`src/rtl/apb_pkg.sv`:
```
// Shared APB widths, FSM state type and the address-legality rule for apb_slave_mem.
package apb_pkg;

   localparam int ADDR_W = 8;
   localparam int DATA_W = 32;
   localparam int STRB_W = 4;
   localparam int IDX_W  = ADDR_W - 2;

   typedef enum logic {
      IDLE   = 1'b0,
      ACCESS = 1'b1
   } apb_state_t;

   // A byte address is legal only when word aligned and inside the populated words.
   function automatic logic addr_err(input logic [ADDR_W-1:0] addr, input int depth);
      return (addr[1:0] != 2'b00) || (int'(addr[ADDR_W-1:2]) >= depth);
   endfunction

endpackage

```
`src/rtl/apb_slave_regfile.sv`:
```
// DEPTH x 32-bit register file: byte-strobed synchronous write, asynchronous read, async clear.
module apb_slave_regfile
   import apb_pkg::*;
#(
   parameter int DEPTH = 32
) (
   input  logic              clk_i,
   input  logic              rst_ni,
   input  logic              we_i,
   input  logic [IDX_W-1:0]  waddr_i,
   input  logic [DATA_W-1:0] wdata_i,
   input  logic [STRB_W-1:0] wstrb_i,
   input  logic [IDX_W-1:0]  raddr_i,
   output logic [DATA_W-1:0] rdata_o
);

   localparam int AW = (DEPTH > 1) ? $clog2(DEPTH) : 1;
   localparam logic [IDX_W:0] DEPTH_L = (IDX_W+1)'(DEPTH);

   logic [DATA_W-1:0] mem_q [DEPTH];
   logic              wr_in_range;
   logic              rd_in_range;

   assign wr_in_range = {1'b0, waddr_i} < DEPTH_L;
   assign rd_in_range = {1'b0, raddr_i} < DEPTH_L;

   always_ff @(posedge clk_i or negedge rst_ni) begin
      if (!rst_ni) begin
         for (int i = 0; i < DEPTH; i++) begin
            mem_q[i] <= '0;
         end
      end else if (we_i && wr_in_range) begin
         for (int b = 0; b < STRB_W; b++) begin
            if (wstrb_i[b]) begin
               mem_q[waddr_i[AW-1:0]][8*b +: 8] <= wdata_i[8*b +: 8];
            end
         end
      end
   end

   assign rdata_o = rd_in_range ? mem_q[raddr_i[AW-1:0]] : '0;

endmodule

```
`src/rtl/apb_slave_mem.sv`:
```
// APB completer memory: IDLE/ACCESS FSM, optional wait counter (APB_SLV_WAIT_EN), address error decode.
module apb_slave_mem
   import apb_pkg::*;
#(
   parameter int DEPTH       = 32,
   parameter int WAIT_CYCLES = 2
) (
   input  logic              pclk,
   input  logic              preset,
   input  logic              psel,
   input  logic              penable,
   input  logic              pwrite,
   input  logic [ADDR_W-1:0] paddr,
   input  logic [DATA_W-1:0] pwdata,
   input  logic [STRB_W-1:0] pstrb,
   output logic [DATA_W-1:0] prdata,
   output logic              pready,
   output logic              pslverr,
   output logic              dbg_state_o
);

   // Handshake: a transfer is accepted by a setup cycle (psel=1, penable=0) in IDLE and
   // completes at the first edge with psel & penable & pready; psel low in ACCESS aborts it.

   apb_state_t        state_q;
   logic              err_q;
   logic [DATA_W-1:0] prdata_q;
   logic [DATA_W-1:0] rd_word;
   logic              setup;
   logic              setup_err;
   logic              complete;
   logic              cnt_zero;
   logic              we;

   assign setup     = psel & ~penable;
   assign setup_err = addr_err(paddr, DEPTH);
   assign complete  = (state_q == ACCESS) & psel & penable & pready;
   assign we        = complete & pwrite & ~err_q;

`ifdef APB_SLV_WAIT_EN
   localparam int CNT_W = (WAIT_CYCLES > 0) ? $clog2(WAIT_CYCLES + 1) : 1;
   localparam logic [CNT_W-1:0] CNT_INIT = CNT_W'(WAIT_CYCLES);

   logic [CNT_W-1:0] cnt_q;
   logic [CNT_W-1:0] cnt_d;

   always_comb begin
      cnt_d = cnt_q;
      if (state_q == IDLE && setup) begin
         cnt_d = CNT_INIT;
      end else if (state_q == ACCESS && cnt_q != '0) begin
         cnt_d = cnt_q - 1'b1;
      end
   end

   always_ff @(posedge pclk or negedge preset) begin
      if (!preset) begin
         cnt_q <= '0;
      end else begin
         cnt_q <= cnt_d;
      end
   end

   assign cnt_zero = (cnt_q == '0);
`else
   assign cnt_zero = 1'b1;
`endif

   always_ff @(posedge pclk or negedge preset) begin
      if (!preset) begin
         state_q  <= IDLE;
         err_q    <= 1'b0;
         prdata_q <= '0;
      end else begin
         case (state_q)
            IDLE: begin
               if (setup) begin
                  state_q <= ACCESS;
                  err_q   <= setup_err;
                  // Read data is captured once at setup; writes and errors leave it alone.
                  if (!pwrite && !setup_err) begin
                     prdata_q <= rd_word;
                  end
               end
            end
            ACCESS: begin
               if (!psel || complete) begin
                  state_q <= IDLE;
               end
            end
            default: state_q <= IDLE;
         endcase
      end
   end

   assign pready      = (state_q == ACCESS) & cnt_zero;
   assign pslverr     = pready & err_q;
   assign prdata      = prdata_q;
   assign dbg_state_o = state_q;

   apb_slave_regfile #(
      .DEPTH(DEPTH)
   ) u_regfile (
      .clk_i  (pclk),
      .rst_ni (preset),
      .we_i   (we),
      .waddr_i(paddr[ADDR_W-1:2]),
      .wdata_i(pwdata),
      .wstrb_i(pstrb),
      .raddr_i(paddr[ADDR_W-1:2]),
      .rdata_o(rd_word)
   );

endmodule

```
`config.mk`:
```
export PLATFORM = sky130hd
export DESIGN_NAME = apb_slave_mem
export DESIGN_NICKNAME = d
export VERILOG_FILES = /design/src/rtl/apb_pkg.sv /design/src/rtl/apb_slave_regfile.sv /design/src/rtl/apb_slave_mem.sv
export SDC_FILE = /design/constraint.sdc
export NUM_CORES = 1
export LEC_CHECK = 0
export CAP_MARGIN = 20
export CORE_ASPECT_RATIO = 0.5
export CORE_MARGIN = 2
export CORE_UTILIZATION = 45
export DETAILED_ROUTE_END_ITERATION = 7
export PLACE_DENSITY = 0.68
export SLEW_MARGIN = 0
export SYNTH_ARGS = -nofsm -noshare
export SYNTH_HDL_FRONTEND = slang
export SYNTH_SLANG_ARGS = --single-unit
```
`constraint.sdc`:
```
create_clock -name pclk -period 6.1 [get_ports pclk]
set_clock_uncertainty 0.05 [all_clocks]
set_input_delay 1.22 -clock pclk [delete_from_list [all_inputs] [get_ports pclk]]
set_output_delay 1.22 -clock pclk [all_outputs]
set_load 0.005 [all_outputs]
```
==> results by group, run 1 <==
Status
  • Status: finished clean

Power and ir drop
  • Net Sw Frac: 0.232
  • Design Power: 14.2 mW
  • Clock network fraction of total power: 0.444
  • LEAKAGE: approximately 26 nW
  • P_int: ~11 mW
  • Part of the power in registers: 0.500
  • Combinational Power Share: 0.056
  • Peak VDD IR: roughly 0.21 mV
  • Pwr/cell area: ~260 nW/um2
  • P_sw: around 3.3 mW

Layout
  • Final Instance Area: approximately 54,000 um2
  • Layout area overhead: 12.1%
  • Commonest non-fill, non-tap cell in the layout: dfrtp_1
  • # nets final: 3,342
  • Fillers: roughly 8.7k
  • Layout cells sized above 1: 0.455
  • Final cell count without fillers: approximately 4.8k
  • Commonest non-fill, non-tap cells in the layout: 1,058 x dfrtp_1, 1,024 x mux2_2, 276 x mux2i_1
  • Final design utilization: 0.512

Place
  • Placed Instance Area: ~51,000 um2
  • Dpl hpwl: just over 80,000 um
  • Pre-CTS WS: between 1.5 and 2 ns
  • Buffers on Ports: 83
  • Post-placement cell count: around 4.6k
  • RD Place Congestion: approximately 0.84

GRT
  • GRT Total Usage: 0.230
  • Number of global-route vias before repair: roughly 30k
  • Initial antenna violation count: 5
  • Largest net degree at the start of global routing: 170
  • Grt total ovfl: 0
  • First-pass GRT wire length: about 190,000 um

Detailed routing
  • DRT Pass-1 Iters: 5
  • Vias per inst: about 6.0
  • Detail Route Antenna Nets: 0
  • DR iter-0 viols: 2,061
  • Drt wl/cell: approximately 26 um
  • Vias: 28.6k
  • Routed WL: 127,000 um
  • DR DRC count: 0

Synthesis
  • Synth Register Bits: around 1.1k
  • Sequential fraction of the synthesis area: 0.547
  • EDFF count, synth: 0
  • Main synth FF type: dfrtp_1
  • Synth Cell Area: 48,400 um2
  • Mean post-synth cell area: around 15 um2
  • YS warnings: 0
  • Post-Syn Nets: 3,311
  • Cell variety after synth: 56
  • Ys async rst share: 1.00
  • Post-Syn Instances: approximately 3.3k

Timing
  • Final hold vios: 0
  • Setup TNS: 0 ns
  • Fmax: between 0.2 and 0.3 GHz
  • Slew Viols, Final: 0
  • Worst Slack Setup Final: ~2.2 ns
  • Min Tclk post-route: ~3.9 ns
  • RSZ-0062 raised after global routing: no
  • Worst-Margin Slew: 1.13 ns
  • Min Hold Slack: 0.446 ns
  • Max-slew headroom: 0.244
  • Final period util: 0.632
  • Final Setup Violations: 0

Floorplan
  • Die area: roughly 110,000 um2
  • Row count: 84
  • Die width: about 470 um
  • Core footprint: 106,000 um2
  • # IOs: between 80 and 90
  • Starting density of the core: 0.457
  • Die outline height: approximately 240 um

Clock network
  • Later-pin clock latency in the skew report: 0.70 ns
  • Number of CTS-inserted buffers: 100
  • Register clock-pin slew on the reported worst setup and hold paths: roughly 0.060 ns
  • CTS Sinks: approximately 1.1k
  • Post-CTS Setup Inserts: 0
  • CTS resizes: 0
  • Clk buf depth: 3
  • CTS root buffer: clkbuf_16
  • CTS Hold Bufs: 0
  • CTS tree: built
  • Htree depth: 3

Min path
  • Tightest Hold Check Type: reg -> reg
  • HP Start: u_regfile.mem_q[160]
  • Worst hold endpoint: u_regfile.mem_q[160]
  • Hold depth: 1

Flow run
  • Max Cap Viol: 0

Worst setup path
  • R2r setup slk: 3.01 ns
  • R2r startpoint: err_q
  • Crit path DAT: around 4.3 ns
  • Worst EP required: between 6 and 7 ns
  • CP Launch Type: primary input
  • Worst r2r dst: u_regfile.mem_q[742]
  • Worst r2r path cells: 6
  • Endpoint class of the critical path: flip-flop
  • Critical path class: in -> reg
  • Worst path max stage delay: about 0.8 ns
  • Largest delay contributor family on the critical path: buffers and inverters
  • CP Cell Sequence: buf_8 > buf_12 > mux2i_1 > o22ai_1 > nor4_1 > a41oi_1
  • CP Max Fanout: 89
  • Slowest stage cell, crit path: nor4_1
  • Crit path buf inv count: 2
-- how the worst max path moves through the flow --
stage	start	to	depth (start not counted)	slack, ns
2_1_floorplan	paddr[5]	u_regfile.mem_q[256]	7	3.05
5_1_grt	paddr[2]	prdata[23]	6	2.16
4_1_cts	pstrb[3]	u_regfile.mem_q[28]	4	2.41
6_report	paddr[2]	prdata[23]	6	2.25
3_3_place_gp	pwrite	u_regfile.mem_q[740]	7	1.69
3_5_place_dp	pstrb[3]	u_regfile.mem_q[30]	4	1.64
-- kinds of logic after synthesis --
group	count (synthesis)	share of synthesized area
flops	1058	0.547
mux	1426	0.353
compound gates	240	0.0333
simple gates	302	0.0447
buf+inv	236	0.0219
-- synthesized netlist by cell type (all sizes together) (24+ instances only) --
master	count	area [um2]
mux2	1031	11600
o22ai	107	669
a21oi	24	120
nand3	48	445
nor2	119	902
mux4	119	2680
a22oi	45	338
clkbuf	144	541
dfrtp	1058	26500
nand2	56	240
mux2i	276	2760
buf	91	515
-- routing by layer --
metal / share of wire / track usage / wire length [um] / up-vias
met5: 0 / 0 / 0 / -
met4: 0.024 / 0.0591 / 3020 / 0
met3: 0.053 / 0.0418 / 6770 / 156
met2: 0.46 / 0.351 / 57800 / 720
met1: 0.47 / 0.341 / 59200 / 15594
li1: - / - / - / 12179
-- flip-flops by register name, summed over array words and instances, names as in the netlist --
name	cells
u_regfile.mem_q	1024
prdata	32
dbg_state_o	1
err_q	1
-- layout make-up --
cell class	instances	area (um2)	share of cell area
antenna	3	7.51	0.000139
clock buffer	152	3040	0.0561
clock inverter	27	251	0.00464
inverter	1	3.75	0.0000693
multi-input combinational	1968	20900	0.385
sequential	1058	26500	0.489
tap	1419	1780	0.0328
timing repair buffer	164	1770	0.0327
-- power by group through the flow --
stage	combinational, mW	clock, mW	sequential, mW
floorplan	0.348	0	7.22
global placement	0.771	0	7.24
detailed placement	0.790	0	7.24
global route	0.860	6.70	7.11
finish	0.800	6.32	7.11
CTS	0.792	6.40	7.11
Note: power is estimated with default switching activity, not from simulation.
==> run 2, diff against run 1 <==
- PLACE_DENSITY: 0.68 -> 0.7
- clock period: 6.1 -> 3.3 ns (I/O delays scaled with it)
==> run 2 against run 1 <==
Net effect: via count rose by 3.1%; combinational power up 96%; count of clock-buffer cells in the layout grew 1; critical path type unchanged.
==> results by group, run 2 (synthesized netlist as in run 1, its figures left out) <==
Timing
  • Final period util: 0.808
  • Worst-Margin Slew: 1.02 ns (was 1.13 ns)
  • Final hold vios: 0 (unchanged)
  • Fmax: about 0.38 GHz
  • Slew Viols, Final: 0 (unchanged)
  • Max-slew headroom: 0.316 (was 0.244)
  • RSZ-0062 raised after global routing: no (unchanged)
  • Final Setup Violations: 0 (unchanged)
  • Setup TNS: 0 ns (unchanged)
  • Min Tclk post-route: 2.67 ns

Worst setup path
  • R2r startpoint: dbg_state_o (was err_q)
  • Critical Path Start: paddr[6] (was paddr[2])
  • Slowest stage cell, crit path: nor4_1 (unchanged)
  • Crit path top cell by count: buf_4
  • Critical path class: in -> reg (unchanged)
  • CP Cell Sequence: clkdlybuf4s50_1 > buf_4 > or4bb_1 > buf_4 > o22ai_1 > nor4_1 > a31oi_1 > a21o_1 (was buf_8 > buf_12 > mux2i_1 > o22ai_1 > nor4_1 > a41oi_1)
  • Worst EP required: 3.81 ns (was 6.56 ns)
  • R2r setup slk: 0.78 ns (was 3.01 ns)
  • Worst path max stage delay: 0.67 ns (was 0.79 ns)
  • Crit path DAT: 3.18 ns (was 4.31 ns)
  • Endpoint class of the critical path: flip-flop (unchanged)
  • Crit path buf inv count: 3 (was 2)
  • Largest delay contributor family on the critical path: simple AND/OR/NAND/NOR gates (was buffers and inverters)
  • CP Launch Type: primary input (unchanged)
  • CP Max Fanout: 18 (was 89)

Floorplan
  • Core footprint: 106,000 um2 (unchanged)
  • Starting density of the core: 0.457 (unchanged)
  • Die area: 110,000 um2 (unchanged)
  • Die width: 468 um (unchanged)
  • # IOs: 84 (unchanged)
  • Die outline height: 236 um (unchanged)
  • Row count: 84 (unchanged)

Detailed routing
  • Routed WL: 130,000 um (was 127,000 um)
  • DR DRC count: 0 (unchanged)
  • DR iter-0 viols: 2,398 (was 2,061)
  • DRT Pass-1 Iters: 7 (was 5)
  • Vias: 29.5k (was 28.6k)
  • Drt wl/cell: 26.1 um (was 26.5 um)
  • Detail Route Antenna Nets: 0 (unchanged)
  • Vias per inst: 5.96 (was 5.98)

Place
  • Placed Instance Area: 52,300 um2 (was 50,700 um2)
  • RD Place Congestion: 0.858 (was 0.842)
  • Buffers on Ports: 83 (unchanged)
  • Dpl hpwl: 85,900 um (was 81,000 um)

Power and ir drop
  • Peak VDD IR: 0.349 mV (was 0.206 mV)
  • LEAKAGE: 27.0 nW (was 26.1 nW)
  • Pwr/cell area: 480 nW/um2 (was 263 nW/um2)
  • Design Power: 26.7 mW (was 14.2 mW)

GRT
  • Initial antenna violation count: 1 (was 5)
  • Largest net degree at the start of global routing: 100 (was 170)
  • GRT Total Usage: 0.237 (was 0.230)
  • First-pass GRT wire length: 199,000 um (was 192,000 um)
  • Number of global-route vias before repair: 30.9k (was 29.6k)
  • Grt total ovfl: 0 (unchanged)

Clock network
  • Htree depth: 3 (unchanged)
  • Register clock-pin slew on the reported worst setup and hold paths: 0.07 ns (was 0.06 ns)
  • CTS Sinks: 1,058 (unchanged)
  • Later-pin clock latency in the skew report: 0.67 ns (was 0.70 ns)
  • Number of CTS-inserted buffers: 97 (was 100)
  • CTS Hold Bufs: 1 (was 0)
  • Clk buf depth: 3 (unchanged)
  • CTS root buffer: clkbuf_16 (unchanged)
  • CTS resizes: 0 (unchanged)
  • CTS tree: built (unchanged)
  • Post-CTS Setup Inserts: 0 (unchanged)

Min path
  • Tightest Hold Check Type: reg -> reg (unchanged)
  • HP Start: u_regfile.mem_q[301] (was u_regfile.mem_q[160])

Flow run
  • Max Cap Viol: 0 (unchanged)

Status
  • Status: finished clean (unchanged)

Layout
  • Layout cells sized above 1: 0.480 (was 0.455)
  • Final Instance Area: 55,700 um2 (was 54,200 um2)
  • Commonest non-fill, non-tap cells in the layout: 1,058 x dfrtp_1, 1,024 x mux2_2, 276 x mux2i_1 (unchanged)
  • Layout area overhead: 15.2% (was 12.1%)
  • Max reg flops: 1,024 (unchanged)
  • # nets final: 3,507 (was 3,342)
  • Largest Register: u_regfile.mem_q (unchanged)
  • Final design utilization: 0.526 (was 0.512)
  • Commonest non-fill, non-tap cell in the layout: dfrtp_1 (unchanged)
-- run 2: cell types whose count changed in the layout (fill, tap and decap cells not counted), sizes merged --
cell / change
dlygate4sd3: +1
buf: +170
clkbuf: -2
bufinv: +6
clkinv: -8
diode: -1
-- run 2: per-stage QoR --
stage	hold slack [ns]	setup slack (ns)	cells
after global routing	0.459	0.571	4957
after detailed placement	0.431	0.0263	4776
after CTS	0.451	0.745	4955
after floorplan	0.314	0.807	3262
final	0.451	0.635	4958
after global placement	0.420	0.0453	4776
-- run 2: worst reg2reg max path: cells and delay by family (launching register included) --
| kind | cells | cell delay (ns) |
|---|---|---|
| simple gates | 4 | 1.69 |
| compound gates | 1 | 0.19 |
| flops | 1 | 0.42 |
-- run 2: per-layer routing --
| metal | track usage | up-vias | part of all wire |
|---|---|---|---|
| li1 | - | 12507 | - |
| met1 | 0.345 | 15927 | 0.45 |
| met2 | 0.363 | 870 | 0.46 |
| met3 | 0.0391 | 238 | 0.056 |
| met4 | 0.0780 | 0 | 0.034 |
| met5 | 0 | - | 0 |
-- run 2: path summary, 6_finish.rpt --
kind / to / cells after the start
hold / removal: u_regfile.mem_q[301] / 1
setup / recovery: prdata[15] / 8
setup reg to reg: prdata[25] / 5
hold reg to reg: u_regfile.mem_q[301] / 1
min in group asynchronous: u_regfile.mem_q[101] / 2
max in group asynchronous: u_regfile.mem_q[719] / 3
-- run 2: area by class of cell --
cell class | count | area, um2
sequential | 1058 | 26500
multi-input combinational | 1968 | 20900
clock buffer | 153 | 3010
fill | 8533 | 50100
antenna | 2 | 5.00
clock inverter | 25 | 385
timing repair buffer | 332 | 3180
tap | 1419 | 1780
inverter | 1 | 3.75
-- run 2: where the power goes --
group          leakage [nW]  internal [mW]  switching, mW  total (mW)
registers              14.7           13.1         0.0764        13.1
logic                  10.5          0.546           1.02        1.57
clock network          1.68           7.03           4.99        12.0
==> run 3, diff against run 2 <==
- clock period: 3.3 -> 2.4 ns (I/O delays scaled with it)
==> run 3 against run 2 <==
Net effect: first-iteration DRC count is 7.5% lower; utilization rose by 2.3 points; critical path depth down 7; wire length grew 2.0%; final cell count is 3.5% higher; clock power grew 33%; register-to-register slack got worse by 0.71 ns; largest power group unchanged; largest cell class unchanged; via count grew 1.7%.
==> results by group, run 3 (synthesized netlist as in run 1, its figures left out) <==
Status
  • Status: finished clean (unchanged)

Power and ir drop
  • Peak VDD IR: 0.541 mV (was 0.349 mV)
  • Pwr/cell area: 628 nW/um2 (was 480 nW/um2)
  • LEAKAGE: 28.1 nW (was 27.0 nW)
  • Design Power: 36.5 mW (was 26.7 mW)

Floorplan
  • Row count: 84 (unchanged)
  • Die outline height: 236 um (unchanged)
  • Starting density of the core: 0.457 (unchanged)
  • Core footprint: 106,000 um2 (unchanged)
  • Die area: 110,000 um2 (unchanged)
  • Die width: 468 um (unchanged)
  • # IOs: 84 (unchanged)

Clock network
  • CTS tree: built (unchanged)
  • CTS Sinks: 1,058 (unchanged)
  • Number of CTS-inserted buffers: 97 (unchanged)
  • Htree depth: 3 (unchanged)
  • CTS root buffer: clkbuf_16 (unchanged)
  • Clk buf depth: 3 (unchanged)
  • Register clock-pin slew on the reported worst setup and hold paths: 0.06 ns (was 0.07 ns)
  • Post-CTS Setup Inserts: 0 (unchanged)
  • Later-pin clock latency in the skew report: 0.70 ns (was 0.67 ns)

Worst setup path
  • Crit path DAT: 1.82 ns (was 3.18 ns)
  • Critical path class: reg -> out (was in -> reg)
  • R2r setup slk: 0.07 ns (was 0.78 ns)
  • CP Max Fanout: 3 (was 18)
  • Endpoint class of the critical path: output pin (was flip-flop)
  • Worst EP required: 1.87 ns (was 3.81 ns)
  • R2r startpoint: err_q (was dbg_state_o)
  • Worst r2r path cells: 8 (was 5)
  • Crit path buf inv count: 1 (was 3)
  • Largest delay contributor family on the critical path: buffers and inverters (was simple AND/OR/NAND/NOR gates)
  • CP Launch Type: flip-flop (was primary input)
  • Worst r2r dst: u_regfile.mem_q[739] (was prdata[25])
  • Worst path max stage delay: 0.57 ns (was 0.67 ns)
  • Critical Path Start: prdata[8] (was paddr[6])
  • CP Cell Sequence: clkdlybuf4s50_1 (was clkdlybuf4s50_1 > buf_4 > or4bb_1 > buf_4 > o22ai_1 > nor4_1 > a31oi_1 > a21o_1)
  • Slowest stage cell, crit path: clkdlybuf4s50_1 (was nor4_1)

Layout
  • Final design utilization: 0.549 (was 0.526)
  • Largest Register: u_regfile.mem_q (unchanged)
  • Layout area overhead: 20.2% (was 15.2%)
  • Final cell count without fillers: 5,134 (was 4,958)
  • Max reg flops: 1,024 (unchanged)
  • Layout cells sized above 1: 0.504 (was 0.480)
  • Final Instance Area: 58,100 um2 (was 55,700 um2)
  • Commonest non-fill, non-tap cells in the layout: 1,058 x dfrtp_1, 1,024 x mux2_2, 294 x buf_4 (was 1,058 x dfrtp_1, 1,024 x mux2_2, 276 x mux2i_1)
  • # nets final: 3,687 (was 3,507)
  • Commonest non-fill, non-tap cell in the layout: dfrtp_1 (unchanged)

Detailed routing
  • Routed WL: 132,000 um (was 130,000 um)
  • Drt wl/cell: 25.7 um (was 26.1 um)
  • DR DRC count: 0 (unchanged)
  • Detail Route Antenna Nets: 0 (unchanged)
  • Vias: 30.1k (was 29.5k)
  • DRT Pass-1 Iters: 5 (was 7)
  • DR iter-0 viols: 2,218 (was 2,398)
  • Vias per inst: 5.85 (was 5.96)

GRT
  • Grt total ovfl: 0 (unchanged)
  • Initial antenna violation count: 1 (unchanged)
  • First-pass GRT wire length: 201,000 um (was 199,000 um)
  • GRT Total Usage: 0.242 (was 0.237)
  • Largest net degree at the start of global routing: 94 (was 100)
  • Number of global-route vias before repair: 31.8k (was 30.9k)

Min path
  • Tightest Hold Check Type: in -> async (was reg -> reg)

Timing
  • Final hold vios: 0 (unchanged)
  • Fmax: ~0.43 GHz
  • Min Tclk post-route: 2.35 ns
  • Slew Viols, Final: 0 (unchanged)
  • RSZ-0062 raised after global routing: no (unchanged)
  • Worst Slack Setup Final: 0.0512 ns (was 0.635 ns)
  • Max-slew headroom: 0.634 (was 0.316)
  • Setup TNS: 0 ns (unchanged)
  • Final period util: 0.979
  • Worst-Margin Slew: 0.544 ns (was 1.02 ns)
  • Min Hold Slack: 0.260 ns (was 0.451 ns)
  • Final Setup Violations: 0 (unchanged)

Place
  • Pre-CTS WS: -0.489 ns (was 0.0263 ns)
  • Buffers on Ports: 83 (unchanged)
  • Post-placement cell count: 4,957 (was 4,776)
  • Placed Instance Area: 54,800 um2 (was 52,300 um2)
  • RD Place Congestion: 0.895 (was 0.858)
  • Dpl hpwl: 91,700 um (was 85,900 um)

Flow run
  • Max Cap Viol: 0 (unchanged)
[run 3: routing by layer]
layer | vias to the layer above | track usage | share of wire
li1 | 12880 | - | -
met5 | - | 0 | 0.000098
met4 | 2 | 0.0831 | 0.037
met2 | 825 | 0.373 | 0.46
met1 | 16102 | 0.340 | 0.44
met3 | 243 | 0.0533 | 0.062
[run 3: report_power, final]
part           total [mW]  switching [mW]  leakage (nW)  internal [mW]
logic                2.38            1.46          11.8          0.923
registers            18.1           0.119          14.7           18.0
clock network        16.0            6.84          1.62           9.18
[run 3: worst max-delay path by stage]
stage	end	slack, ns	cells after the start
after CTS	u_regfile.mem_q[140]	0.04	7
after detailed placement	u_regfile.mem_q[138]	-0.49	8
after global placement	u_regfile.mem_q[139]	-0.48	8
after floorplan	u_regfile.mem_q[256]	0.09	7
after global routing	u_regfile.mem_q[233]	0.01	8
final	prdata[8]	0.05	1
[run 3: final cells by class]
| type | count | area (um2) |
|---|---|---|
| clock buffers | 140 | 2800 |
| repair buffers | 512 | 5730 |
| inverters | 1 | 3.75 |
| multi-input cells | 1968 | 20900 |
| clock inverters | 34 | 462 |
| fillers | 8306 | 47700 |
| diodes | 2 | 5.00 |
| flip-flops and latches | 1058 | 26500 |
| well taps | 1419 | 1780 |
[run 3: repair_timing]
item | 4_1_cts | 5_1_grt
endpoints found under the setup margin | 0 | 7
gates resized for setup | 0 | 1
hold endpoints to repair | 8 | 0
hold buffers | 1 | 0
